**src/rtl/elevator_scheduler.sv**
```systemverilog
// SCAN elevator scheduler: latches hall/cabin calls, picks travel direction,
// decides stops on arrival and times the door dwell. All outputs are registered.
module elevator_scheduler #(
  parameter int FLOORS     = 8,
  parameter int FLOOR_W    = 3,
  parameter int DOOR_TICKS = 4
) (
  input  logic               clk,
  input  logic               reset,
  input  logic               req_valid,
  input  logic [FLOOR_W-1:0] req_floor,
  input  logic [1:0]         req_type,
  input  logic [FLOOR_W-1:0] cur_floor,
  input  logic               arrive,
  output logic [FLOORS-1:0]  call_inside,
  output logic [FLOORS-1:0]  call_up,
  output logic [FLOORS-1:0]  call_down,
  output logic               should_move,
  output logic               direction,
  output logic               door_open,
  output logic [1:0]         state_out
);

  typedef enum logic [1:0] {
    S_IDLE   = 2'd0,
    S_MOVING = 2'd1,
    S_DOOR   = 2'd2
  } state_t;

  localparam int                 CNT_W    = $clog2(DOOR_TICKS + 1);
  localparam logic [CNT_W-1:0]   CNT_LOAD = CNT_W'(DOOR_TICKS);
  localparam logic [CNT_W-1:0]   CNT_ONE  = CNT_W'(1);
  localparam logic [FLOOR_W-1:0] TOP_FLR  = FLOOR_W'(FLOORS - 1);
  localparam logic [FLOOR_W-1:0] BOT_FLR  = FLOOR_W'(0);

  state_t             r_state;
  logic [FLOORS-1:0]  r_call_in;
  logic [FLOORS-1:0]  r_call_up;
  logic [FLOORS-1:0]  r_call_dn;
  logic               r_should_move;
  logic               r_dir;
  logic               r_door;
  logic [CNT_W-1:0]   r_cnt;

  logic [FLOORS-1:0]  w_above_m;
  logic [FLOORS-1:0]  w_below_m;
  logic [FLOORS-1:0]  w_at_m;
  logic [FLOORS-1:0]  w_req_m;
  logic [FLOORS-1:0]  w_all;
  logic               w_any;
  logic               w_ahead;
  logic               w_at_in;
  logic               w_at_up;
  logic               w_at_dn;
  logic               w_at_any;
  logic               w_match;
  logic               w_opp;
  logic               w_req_ok;
  logic               w_req_here;
  logic               w_req_lat;
  logic               w_enter_door;
  logic               w_flip;
  logic [FLOORS-1:0]  w_set_in;
  logic [FLOORS-1:0]  w_set_up;
  logic [FLOORS-1:0]  w_set_dn;
  logic [FLOORS-1:0]  w_clr_in;
  logic [FLOORS-1:0]  w_clr_up;
  logic [FLOORS-1:0]  w_clr_dn;

  // Floor masks relative to the cabin and to the incoming request.
  always_comb begin
    w_above_m = '0;
    w_below_m = '0;
    w_at_m    = '0;
    w_req_m   = '0;
    for (int i = 0; i < FLOORS; i++) begin
      w_above_m[i] = (FLOOR_W'(i) > cur_floor);
      w_below_m[i] = (FLOOR_W'(i) < cur_floor);
      w_at_m[i]    = (FLOOR_W'(i) == cur_floor);
      w_req_m[i]   = (FLOOR_W'(i) == req_floor);
    end
  end

  // Pending summaries, stop decision and call set/clear masks.
  always_comb begin
    w_all    = r_call_in | r_call_up | r_call_dn;
    w_any    = |w_all;
    w_ahead  = r_dir ? (|(w_all & w_above_m)) : (|(w_all & w_below_m));
    w_at_in  = |(r_call_in & w_at_m);
    w_at_up  = |(r_call_up & w_at_m);
    w_at_dn  = |(r_call_dn & w_at_m);
    w_at_any = w_at_in | w_at_up | w_at_dn;
    w_match  = r_dir ? w_at_up : w_at_dn;
    w_opp    = r_dir ? w_at_dn : w_at_up;

    w_req_ok = req_valid && (|w_req_m) && (req_type != 2'd3)
               && !((req_type == 2'd1) && (req_floor == TOP_FLR))
               && !((req_type == 2'd2) && (req_floor == BOT_FLR));
    w_req_here = w_req_ok && (r_state == S_DOOR) && (req_floor == cur_floor);
    w_req_lat  = w_req_ok && !w_req_here;
    w_set_in = (w_req_lat && (req_type == 2'd0)) ? w_req_m : '0;
    w_set_up = (w_req_lat && (req_type == 2'd1)) ? w_req_m : '0;
    w_set_dn = (w_req_lat && (req_type == 2'd2)) ? w_req_m : '0;

    w_enter_door = ((r_state == S_IDLE) && w_at_any)
                   || ((r_state == S_MOVING) && arrive
                       && (w_at_in || w_match || (!w_ahead && w_at_any)));
    // An idle cabin serving only an opposite hall call turns to match it,
    // otherwise that call would reopen the door forever.
    w_flip = !w_ahead || ((r_state == S_IDLE) && w_opp && !w_match);
    w_clr_in = w_enter_door ? w_at_m : '0;
    w_clr_up = (w_enter_door && (r_dir || w_flip)) ? w_at_m : '0;
    w_clr_dn = (w_enter_door && (!r_dir || w_flip)) ? w_at_m : '0;
  end

  // Scheduler FSM, call vectors and door dwell counter.
  always_ff @(posedge clk or posedge reset) begin
    if (reset) begin
      r_state       <= S_IDLE;
      r_call_in     <= '0;
      r_call_up     <= '0;
      r_call_dn     <= '0;
      r_should_move <= 1'b0;
      r_dir         <= 1'b1;
      r_door        <= 1'b0;
      r_cnt         <= '0;
    end else begin
      r_call_in <= (r_call_in | w_set_in) & ~w_clr_in;
      r_call_up <= (r_call_up | w_set_up) & ~w_clr_up;
      r_call_dn <= (r_call_dn | w_set_dn) & ~w_clr_dn;
      case (r_state)
        S_IDLE: begin
          if (!w_any) begin
            r_should_move <= 1'b0;
          end else if (w_enter_door) begin
            r_state       <= S_DOOR;
            r_should_move <= 1'b0;
            r_door        <= 1'b1;
            r_cnt         <= CNT_LOAD;
            r_dir         <= r_dir ^ w_flip;
          end else if (w_ahead) begin
            r_state       <= S_MOVING;
            r_should_move <= 1'b1;
          end else begin
            r_state       <= S_MOVING;
            r_should_move <= 1'b1;
            r_dir         <= ~r_dir;
          end
        end
        S_MOVING: begin
          if (w_enter_door) begin
            r_state       <= S_DOOR;
            r_should_move <= 1'b0;
            r_door        <= 1'b1;
            r_cnt         <= CNT_LOAD;
            r_dir         <= r_dir ^ w_flip;
          end else begin
            r_should_move <= 1'b1;
          end
        end
        S_DOOR: begin
          if (w_req_here) begin
            r_cnt <= CNT_LOAD;
          end else if (r_cnt <= CNT_ONE) begin
            r_state <= S_IDLE;
            r_door  <= 1'b0;
            r_cnt   <= '0;
          end else begin
            r_cnt <= r_cnt - CNT_ONE;
          end
        end
        default: begin
          r_state       <= S_IDLE;
          r_should_move <= 1'b0;
          r_door        <= 1'b0;
          r_cnt         <= '0;
        end
      endcase
    end
  end

  assign call_inside = r_call_in;
  assign call_up     = r_call_up;
  assign call_down   = r_call_dn;
  assign should_move = r_should_move;
  assign direction   = r_dir;
  assign door_open   = r_door;
  assign state_out   = r_state;

endmodule

```
**config.mk**
```make
export PLATFORM = sky130hd
export DESIGN_NAME = elevator_scheduler
export DESIGN_NICKNAME = d
export VERILOG_FILES = /design/src/rtl/elevator_scheduler.sv
export SDC_FILE = /design/constraint.sdc
export NUM_CORES = 1
export LEC_CHECK = 0
export ABC_AREA = 1
export CORE_ASPECT_RATIO = 1.4
export CORE_MARGIN = 2
export CORE_UTILIZATION = 54
export CTS_CLUSTER_DIAMETER = 80
export DETAILED_ROUTE_END_ITERATION = 8
export PLACE_DENSITY_LB_ADDON = 0.2
export SETUP_SLACK_MARGIN = 0.15
export SYNTH_ARGS = -nofsm -noshare
export SYNTH_HDL_FRONTEND = slang
export SYNTH_SLANG_ARGS = --single-unit
```
**constraint.sdc**
```tcl
create_clock -name clk -period 2.3 [get_ports clk]
set_input_delay 0.345 -clock clk [delete_from_list [all_inputs] [get_ports clk]]
set_output_delay 0.345 -clock clk [all_outputs]
set_load 0.05 [all_outputs]
```
-- After elaboration in Yosys (flattened, before gate mapping)
Cells that the tools add are included.
- add/sub/neg operators: 1
- multiply operators: 0
- divide/modulo/power cells: 0
- $lt $le $gt $ge: 17
- equal/unequal tests: 26
- shift-type cells: 0
- muxes and demuxes: 33
- bitwise logic cells: 20
- reduce and logical (&&, ||, !) cells: 47
- operators by type and width (kind ; count):
    bitwise AND 8 bit ; 8
    OR reduction 8 bit ; 7
    two-way mux 8 bit ; 6
    OR 8 bit ; 5
    == test 3 bit (first input constant) ; 8
    inverter 8 bit ; 3
    logical AND 1 bit ; 20
    two-way mux 1 bit ; 13
    == test 2 x 3 -> 1 bit (first input constant) ; 4
    > comparator 3 bit (first input constant) ; 4
    less-than comparator 3 bit (first input constant) ; 4
    two-way mux 3 bit ; 4
    two-way mux 2 bit ; 5
    case mux 3 bit (3 select lines) ; 1
    != test 2 bit (second input constant) ; 4
    AND reduction 4 bit ; 2
    == test 1 x 3 -> 1 bit (first input constant) ; 2
    > comparator 1 x 3 -> 1 bit (first input constant) ; 2
    > comparator 2 x 3 -> 1 bit (first input constant) ; 2
    zero test 1 bit ; 6
    zero test 3 bit ; 2
    logical OR 1 bit ; 6
    less-than comparator 1 x 3 -> 1 bit (first input constant) ; 2
    less-than comparator 2 x 3 -> 1 bit (first input constant) ; 2
    other kinds (17) ; 22
- register bits: 32
- bits in latches: 0
- RAM bits: 0
- bits in read-only memories: 0
- logic and storage cells: 152
- memories kept: 0

-- Depth between registers and ports, before layout
Gate-level depths: netlist of the first run.
- depth after elaboration: 14
- depth in mapped cells: 18
- gate-level depth less buffers: 17

-- Worst setup path after synthesis of the first run
Ideal clock, no wire load.
- path kind: register to register
- from: reg r_state[1], in the netlist state_out[1]
- to: reg r_call_up[4], in the netlist call_up[4]
- library setup time: 0.113 ns
- arrival: 1.849 ns
- data required time: 2.187 ns
- slack: 0.339 ns
- cell stages (with the launch flop): 13
- buffers on the path: 1
- cells stage by stage: dfrtp_1 > inv_1 > nor2_1 > inv_1 > a21oi_1 > o2111ai_1 > nor2_1 > nor2_1 > buf_2 > nand2_1 > o21ai_0 > nand2_1 > inv_1
- longest elaborated chain between the ends: 9
- elaborated cells on any way between the ends: 22
- those cells by class: eq/ne: 2; mux: 2; bitwise: 3; reduce/logical: 15
- ends and longest elaborated chain (what ; line ; source):
    start, declared ; 36 ; state_t r_state;
    start signal, assigned ; 119 ; r_state <= S_IDLE;
    start signal, assigned ; 136 ; r_state <= S_DOOR;
    start signal, assigned ; 142 ; r_state <= S_MOVING;
    == test 2 bit or zero test 2 bit (tied branches) ; 99, 105, 110 ;
    logical AND 1 bit, on equally long branches (2 in series) ; 99, 110 ;
    zero test 1 bit or logical OR 1 bit (tied branches) ; 100, 110 ;
    logical AND 1 bit or logical OR 1 bit (tied branches) ; 100, 112 ;
    logical AND 1 bit, on equally long branches ; 102, 112 ;
    two-way mux 8 bit, on equally long branches ; 102, 112 ;
    OR 8 bit or inverter 8 bit (tied branches) ; 129 ; r_call_up <= (r_call_up | w_set_up) & ~w_clr_up;
    bitwise AND 8 bit * ; 129 ;
    end signal, assigned ; 129 ;
    end, declared ; 38 ; logic [FLOORS-1:0] r_call_up;
Mark *: on every way between the ends. The rest lies on a longest branch, timed or not.
A chain may end at the register's enable or synchronous reset.

-- Final worst setup path of the first run
- from: reg r_dir, in the netlist direction
- to: out direction
- RTL lines (what ; line ; source):
    start, declared ; 41 ; logic r_dir;
    start signal, assigned ; 140 ; r_dir <= r_dir ^ w_flip;
    start signal, assigned ; 147 ; r_dir <= ~r_dir;
    start signal, assigned ; 156 ; r_dir <= r_dir ^ w_flip;
    end, declared ; 19 ; output logic direction,
No word-level cell between the ends.

==> results.yml, run 1 <==
synth:
  synth_ff_type: "dfrtp_1"
  synth_cell_types: 31
  synth_xor_area_share_pct: 1.08
  ys_top_cells_by_area: "dfrtp_1 (32%), nand2_1 (14%), inv_1 (11%)"
  yosysTopAreaCell: "dfrtp_1"
  async_reset_ff_share_pct: 100
  synth-simple-area-share_pct: 39.7
  synth_top_family_by_area: "simple AND/OR/NAND/NOR gates"
  yosysTopAreaCellShare_pct: 32.0
  syn-cell-area_sq_um: 2420
  ys_warn_count: 0
  ys_ff_latch: 32
  synth-edff-count: 0
  syn_nets: 375
  avgSynthCellArea_sq_um: 6.75
  synth_mux_area_share_pct: 0
  ys_seq_area_share_pct: 33.1
  synthCells: 359
  synth-compound-area-share_pct: 9.08
  synth_adder_area_share_pct: 2.06
clock_network:
  cts_tree: "built"
  clkTransAtPathRegs_ps: 80
  clock-sinks: 32
  clk_root_buffer_cell: "clkbuf_8"
  clockBufferDepth: 2
  htreeDepth: 2
  postCtsHoldBufs: 0
  cts_buffers: 5
  clk_latency_ps: 290
setup_path:
  worst-path-buf-inv: 1
  cp_slowest_stage_delay_ps: 830
  critPathMaxFanout: 7
  end_kind: "output port"
  crit_required_ps: 1960
  cp_top_family: "buffers and inverters"
  worstPathCellList: "clkdlybuf4s50_1"
  worst_path_max_delay_cell: "clkdlybuf4s50_1"
  cp-start-kind: "flop"
  arrival_ps: 1740
  crit_type: "flop to output port"
power_and_ir_drop:
  power.leakage_nw: 1.72
  ir_drop_uv: 955
  p_sw_share_pct: 54.0
  p_switching_w: 0.00242
  clkPwrFrac_pct: 10.0
  p_per_area_nw_per_um2: 1370
  internal_power_w: 0.00207
  p_comb_share_pct: 66.0
  power_frac_seq_pct: 24.0
  power_w: 0.00449
drt:
  firstDrtPassIters: 5
  vias_per_cell: 5.26
  avgRoutedWirePerCell_um: 14.7
  post-route-drc-count: 0
  ant_nets: 0
  wl_um: 7260
  via_count: 2599
  drt_iter0_markers: 162
worst_hold_path:
  hp-class: "input pin to async pin"
timing:
  hold_viol: 0
  finalCritPeriodShare_pct: 90.5
  period_minus_slack_ps: 2080
  slew_headroom_pct: 66.2
  finalMaxSlewViolations: 0
  clock_skew_ps: 5.32
  fmax_mhz: 480
  worst_pin_slew_ps: 505
  rsz0062_at_grt: "false"
  setup_viol: 0
  finalSetupTns_ps: 0
die:
  die_area_sq_um: 5050
  die_w_um: 60.6
  core_area_sq_um: 4270
  initial_core_util_pct: 56.7
  rows: 28
  die_y_um: 83.3
  ios: 41
placement:
  place_hpwl_um: 5390
  place.gp.congestion: 0.956
  place_area_sq_um: 3100
  post-place-cells: 484
  port_buffers: 40
finish:
  nets: 449
  area_growth_pct: 35.1
  postLayoutCellArea_sq_um: 3280
  instances_no_fill: 494
  mostFrequentLayoutCells: "nand2_1 (83), inv_1 (70), nand3_1 (49)"
  antenna_cells: 0
  final_common_cell: "nand2_1"
  layout-drive-gt1-share_pct: 18.9
global_route:
  grt_pass1_wl_um: 11500
  grt_pass1_vias: 2473
  antenna_found_initial: 0
  grt_max_degree: 33
  grtUsageTotal_pct: 30.2
  grt_overflow: 0
run:
  cap_viol_max_count: 0
run_status:
  status: "completed"
area by class of cell:
cell class	count	area, sq um
Fill cell	354	997
Inverter	73	277
Clock buffer	5	68.8
Clock inverter	3	18.8
Timing Repair Buffer	77	739
Tap cell	60	75.1
Multi-Input combinational cell	244	1300
Sequential cell	32	802
cells in the mapped netlist (4+ instances only):
library cell / n
o21ai_0: 16
dfrtp_1: 31
nor2_1: 30
nand2_2: 4
nand2_1: 88
nand3_1: 49
ha_1: 4
buf_2: 4
nor2_2: 5
inv_1: 72
nor3_1: 9
a22oi_2: 4
nand4_1: 9
nor2_4: 4
cell families after synthesis:
kind of cell    after synthesis
buf+inv                      83
flops                        32
xor+xnor                      3
compound gates               33
simple gates                204
fa+ha+maj                     4
stage by stage:
stage | hold slack, ps | util (%) | worst slack [ps]
final | 440 | 76.7 | 218
after floorplan | 460 | - | 339
after global routing | 499 | 76.7 | 128
after global placement | 468 | 72.5 | -296
after detailed placement | 471 | 72.5 | -314
after CTS | 453 | 75.8 | 191
registers in the layout (all words and copies together) (netlist names):
register and count:
direction 1, call_up 8, should_move 1, state_out 2, door_open 1, call_down 8, r_cnt 3, call_inside 8
power groups by stage:
stage	registers (W)	clock network [W]	logic, W
4_1_cts	0.00107	0.000451	0.00291
6_report	0.00108	0.000449	0.00296
3_5_place_dp	0.00108	0	0.00288
2_1_floorplan	0.00184	0	0.00119
3_3_place_gp	0.00108	0	0.00285
5_1_grt	0.00111	0.000478	0.00318
path summary, 6_finish.rpt:
check	slack, ps	depth (start not counted)	start	end
setup / recovery	220	1	direction	direction
hold / removal	440	3	reset	call_inside[6]
setup reg to reg	410	11	state_out[1]	call_inside[7]
hold reg to reg	480	2	should_move	should_move
max in group asynchronous	1520	3	reset	direction
min in group clk	480	2	should_move	should_move
per-layer routing:
layer	routed length [um]	track usage, %
met5	0	0
met4	310	13.2
met3	480	4.36
met2	3630	50.1
met1	2830	37.2
timing repair:
item,in CTS,in global routing
buffers inserted,1,0
cloned,1,0
gates resized for setup,9,15
pin swaps,2,2
setup endpoints to repair,29,23
Note: power is estimated with default switching activity, not from simulation.
==> inputs of run 2 (changes only) <==
--- a/config.mk
+++ b/config.mk
@@ -9,8 +9,10 @@
 export CORE_ASPECT_RATIO = 1.4
 export CORE_MARGIN = 2
 export CORE_UTILIZATION = 54
-export CTS_CLUSTER_DIAMETER = 80
+export CTS_CLUSTER_DIAMETER = 150
 export DETAILED_ROUTE_END_ITERATION = 8
+export GPL_ROUTABILITY_DRIVEN = 0
+export GPL_TIMING_DRIVEN = 0
 export PLACE_DENSITY_LB_ADDON = 0.2
 export SETUP_SLACK_MARGIN = 0.15
 export SYNTH_ARGS = -nofsm -noshare
==> results.yml, run 2 (synthesis results as in run 1) <==
drt:
  drt_iter0_markers: 180
  avgRoutedWirePerCell_um: 14.2
  via_count: 2523
  wl_um: 6610
  post-route-drc-count: 0
  ant_nets: 0
  firstDrtPassIters: 6
  vias_per_cell: 5.43
placement:
  port_buffers: 37
  place_hpwl_um: 4840
timing:
  clock_skew_ps: 4.64
  period_minus_slack_ps: 2070
  hold_viol: 0
  setup_viol: 0
  hold_ws_ps: 306
  finalMaxSlewViolations: 0
  finalSetupTns_ps: 0
  worst_pin_slew_ps: 681
  rsz0062_at_grt: "false"
  fmax_mhz: 484
  slew_headroom_pct: 54.4
  finalCritPeriodShare_pct: 89.8
clock_network:
  clk_latency_ps: 290
  clk_root_buffer_cell: "clkbuf_8"
  cts_setup_buffers: 0
  clockBufferDepth: 2
  cts_tree: "built"
  cts_buffers: 5
  clock-sinks: 32
  postCtsHoldBufs: 0
  htreeDepth: 2
  clkTransAtPathRegs_ps: 70
finish:
  final_common_cell: "nand2_1"
  layout-drive-gt1-share_pct: 12.8
  nets: 420
  final_core_util_pct: 70.2
  area_growth_pct: 23.7
  mostFrequentLayoutCells: "nand2_1 (87), inv_1 (69), nand3_1 (49)"
  antenna_cells: 0
power_and_ir_drop:
  ir_drop_uv: 836
  p_per_area_nw_per_um2: 1460
  power.leakage_nw: 1.55
setup_path:
  cp-start-kind: "flop"
  worst_path_max_delay_cell: "clkdlybuf4s50_1"
  crit_required_ps: 1960
  worstPathCellList: "clkdlybuf4s50_1"
  critPathMaxFanout: 7
  crit_type: "flop to output port"
  cp_slowest_stage_delay_ps: 830
  r2r_setup_slack_ps: 360
  end_kind: "output port"
  cp_top_family: "buffers and inverters"
  worst-path-buf-inv: 1
  arrival_ps: 1720
die:
  die_area_sq_um: 5050
  die_w_um: 60.6
  core_area_sq_um: 4270
  die_y_um: 83.3
  initial_core_util_pct: 56.7
  rows: 28
  ios: 41
global_route:
  grt_overflow: 0
  grt_max_degree: 33
  antenna_found_initial: 0
  grt_pass1_vias: 2343
  grtUsageTotal_pct: 28.0
  grt_pass1_wl_um: 10800
run:
  cap_viol_max_count: 0
run_status:
  status: "completed"
worst_hold_path:
  hp-class: "input pin to async pin"
[run 2: worst paths after layout]
kind                         startpoint  depth (start not counted)             end
min in group clk           cur_floor[2]                          3  call_inside[3]
max reg2reg                state_out[1]                         12      call_up[2]
max in group asynchronous         reset                          3       direction
min                               reset                          2    call_down[7]
max                           direction                          1       direction
min reg2reg                 should_move                          2     should_move
[run 2: metrics by stage]
step	area, sq um	worst slack, ps	std cells	total power, W
after floorplan	2420	339	359	0.00303
after global placement	2870	-413	456	0.00384
after detailed placement	2870	-457	456	0.00388
after CTS	2970	181	464	0.00436
after global routing	3000	159	465	0.00466
final	3000	235	465	0.00437
[run 2: per-layer routing]
metal / vias to the layer above / GRT usage (%) / share of wire [%]
li1: 1217 / - / -
met1: 1151 / 34.8 / 38
met2: 131 / 45.9 / 51
met3: 24 / 4.83 / 7.8
met4: 0 / 11.9 / 3.4
met5: - / 0 / 0
[run 2: where the power goes]
group	internal [W]	switching, W
combinational	0.000940	0.00191
clock	0.000244	0.000204
sequential	0.000831	0.000240
[run 2: area by class of cell]
| cell class | count | area, sq um |
|---|---|---|
| Inverter | 73 | 274 |
| Timing Repair Buffer | 38 | 390 |
| Multi-Input combinational cell | 244 | 1280 |
| Clock buffer | 8 | 90.1 |
| Fill cell | 393 | 1270 |
| Buffer | 10 | 91.3 |
| Sequential cell | 32 | 803 |
| Tap cell | 60 | 75.1 |
[run 2: worst reg2reg max path, stage by stage (launching register included)]
cell       delay [ps]
dfrtp_2           410
inv_1              80
nor2_1            140
inv_1             100
a21oi_1           150
o2111ai_2         130
nor2_2            150
nor2_1             70
clkbuf_4          200
nand2_2           170
o21ai_0           110
nand2_1            80
inv_1              40
[run 2: timing repair]
action | in CTS | in global routing
resized for setup | 6 | 9
setup endpoints to repair | 28 | 18
pin swaps | 0 | 0
cloned | 0 | 0
==> inputs of run 3 (changes only) <==
--- a/config.mk
+++ b/config.mk
@@ -8,11 +8,11 @@
 export ABC_AREA = 1
 export CORE_ASPECT_RATIO = 1.4
 export CORE_MARGIN = 2
-export CORE_UTILIZATION = 54
+export CORE_UTILIZATION = 64
 export CTS_CLUSTER_DIAMETER = 150
 export DETAILED_ROUTE_END_ITERATION = 8
+export DONT_BUFFER_PORTS = 1
 export GPL_ROUTABILITY_DRIVEN = 0
-export GPL_TIMING_DRIVEN = 0
 export PLACE_DENSITY_LB_ADDON = 0.2
 export SETUP_SLACK_MARGIN = 0.15
 export SYNTH_ARGS = -nofsm -noshare
==> results.yml, run 3 (synthesis results as in run 1) <==
run_status:
  status: "completed"
clock_network:
  cts_setup_buffers: 0
  clk_root_buffer_cell: "clkbuf_8"
  cts_tree: "built"
  clockBufferDepth: 2
  clkTransAtPathRegs_ps: 70
  cts_buffers: 5
  clk_latency_ps: 290
  htreeDepth: 2
  clock-sinks: 32
timing:
  hold_ws_ps: 50.3
  period_minus_slack_ps: 1980
  setup_viol: 0
  slew_headroom_pct: 53.9
  hold_viol: 0
  fmax_mhz: 506
  finalMaxSlewViolations: 0
  finalSetupTns_ps: 0
  finalCritPeriodShare_pct: 85.9
  worst_pin_slew_ps: 690
  rsz0062_at_grt: "false"
  clock_skew_ps: 5.30
drt:
  wl_um: 6260
  post-route-drc-count: 0
  drt_iter0_markers: 133
  ant_nets: 0
  firstDrtPassIters: 5
  vias_per_cell: 5.66
  avgRoutedWirePerCell_um: 14.6
  via_count: 2421
setup_path:
  critPathMaxFanout: 8
  worstSetupStartpoint: "call_down[0]"
  r2r-start: "call_down[0]"
  end_kind: "flop"
  arrival_ps: 2210
  crit_required_ps: 2540
  crit_type: "flop to flop"
  r2r_setup_slack_ps: 320
  cp-start-kind: "flop"
die:
  die_area_sq_um: 4300
  die_y_um: 76.8
  ios: 41
  core_area_sq_um: 3640
  die_w_um: 56.0
  initial_core_util_pct: 66.6
  rows: 26
global_route:
  grt_overflow: 0
  grt_pass1_vias: 2310
  grt_max_degree: 26
  grtUsageTotal_pct: 30.3
  antenna_found_initial: 0
  grt_pass1_wl_um: 10200
power_and_ir_drop:
  power.leakage_nw: 1.47
  p_switching_w: 0.00228
  clkPwrFrac_pct: 10.2
  p_sw_share_pct: 56.0
  p_comb_share_pct: 62.6
  power_frac_seq_pct: 27.2
  internal_power_w: 0.00179
  p_per_area_nw_per_um2: 1510
  ir_drop_uv: 1260
worst_hold_path:
  hp-class: "input pin to async pin"
run:
  cap_viol_max_count: 0
placement:
  port_buffers: 0
  place_hpwl_um: 4730
finish:
  mostFrequentLayoutCells: "nand2_1 (88), inv_1 (70), nand3_1 (49)"
  fillerInstances: 313
  final_common_cell: "nand2_1"
  nets: 401
  area_growth_pct: 11.1
  antenna_cells: 0
  layout-drive-gt1-share_pct: 16.3
## run 3: changes by cell type in the layout (fill, tap and decap cells not counted), sizes merged
cell / before / now
clkinv: 1 / 0
dlymetal6s2s: 1 / 0
clkbuf: 11 / 8
clkinvlp: 0 / 1
clkdlybuf4s50: 34 / 0
buf: 10 / 29
## run 3: layout make-up
type                    count  area, sq um  share of cell area (%)
repair buffers             29          218                    8.08
multi-input cells         244         1260                    46.9
clock buffers               8         80.1                    2.97
flip-flops and latches     32          802                    29.8
well taps                  42         52.6                    1.95
inverters                  73          278                    10.3
## run 3: power groups by stage
stage	clock [W]	combinational, W	sequential [W]
final	0.000415	0.00255	0.00111
after global routing	0.000447	0.00275	0.00115
after CTS	0.000424	0.00251	0.00111
after detailed placement	0	0.00250	0.00111
after global placement	0	0.00246	0.00111
after floorplan	0	0.00119	0.00184
## run 3: critical path, cell delays in order, from the launching register on
cell and delay, ps:
dfrtp_1 430, nand3_1 110, nand2_1 60, nor2_2 150, nand2_1 110, o21ai_2 160
nor2_1 60, nor2_1 140, ha_1 210, clkinvlp_4 230, nand3_1 160, nand2_1 70
inv_1 50
## run 3: final timing paths
path | end | cells past startpoint
max in group asynchronous | call_up[7] | 2
worst min-delay path | r_cnt[1] | 1
min in group clk | call_inside[3] | 2
worst max-delay path | call_up[6] | 12
worst min register to register | direction | 2
worst max register to register | call_up[6] | 12
## run 3: routing by layer
metal  wire [um]  global-route usage [%]  vias to the layer above  part of all wire [%]
li1            -                       -                     1180                     -
met1        2370                    35.5                     1121                    38
met2        3210                    53.4                      105                    51
met3         535                    6.91                       15                   8.6
met4         146                    11.0                        0                   2.3
met5           0                       0                        -                     0
## run 3: stage by stage
stage / utilization [%] / std cells / worst slack (ps) / power [W] / area [sq um]
2_1_floorplan: - / 359 / 339 / 0.00303 / 2420
4_1_cts: 73.7 / 428 / 326 / 0.00404 / 2690
3_3_place_gp: 71.5 / 420 / 328 / 0.00358 / 2610
5_1_grt: 73.9 / 428 / 157 / 0.00435 / 2690
3_5_place_dp: 71.5 / 420 / 239 / 0.00361 / 2610
6_report: 73.9 / 428 / 323 / 0.00407 / 2690
## run 3: timing repair
item,CTS,global route
endpoints found under the setup margin,0,15
resized for setup,0,4
hold buffers,0,0
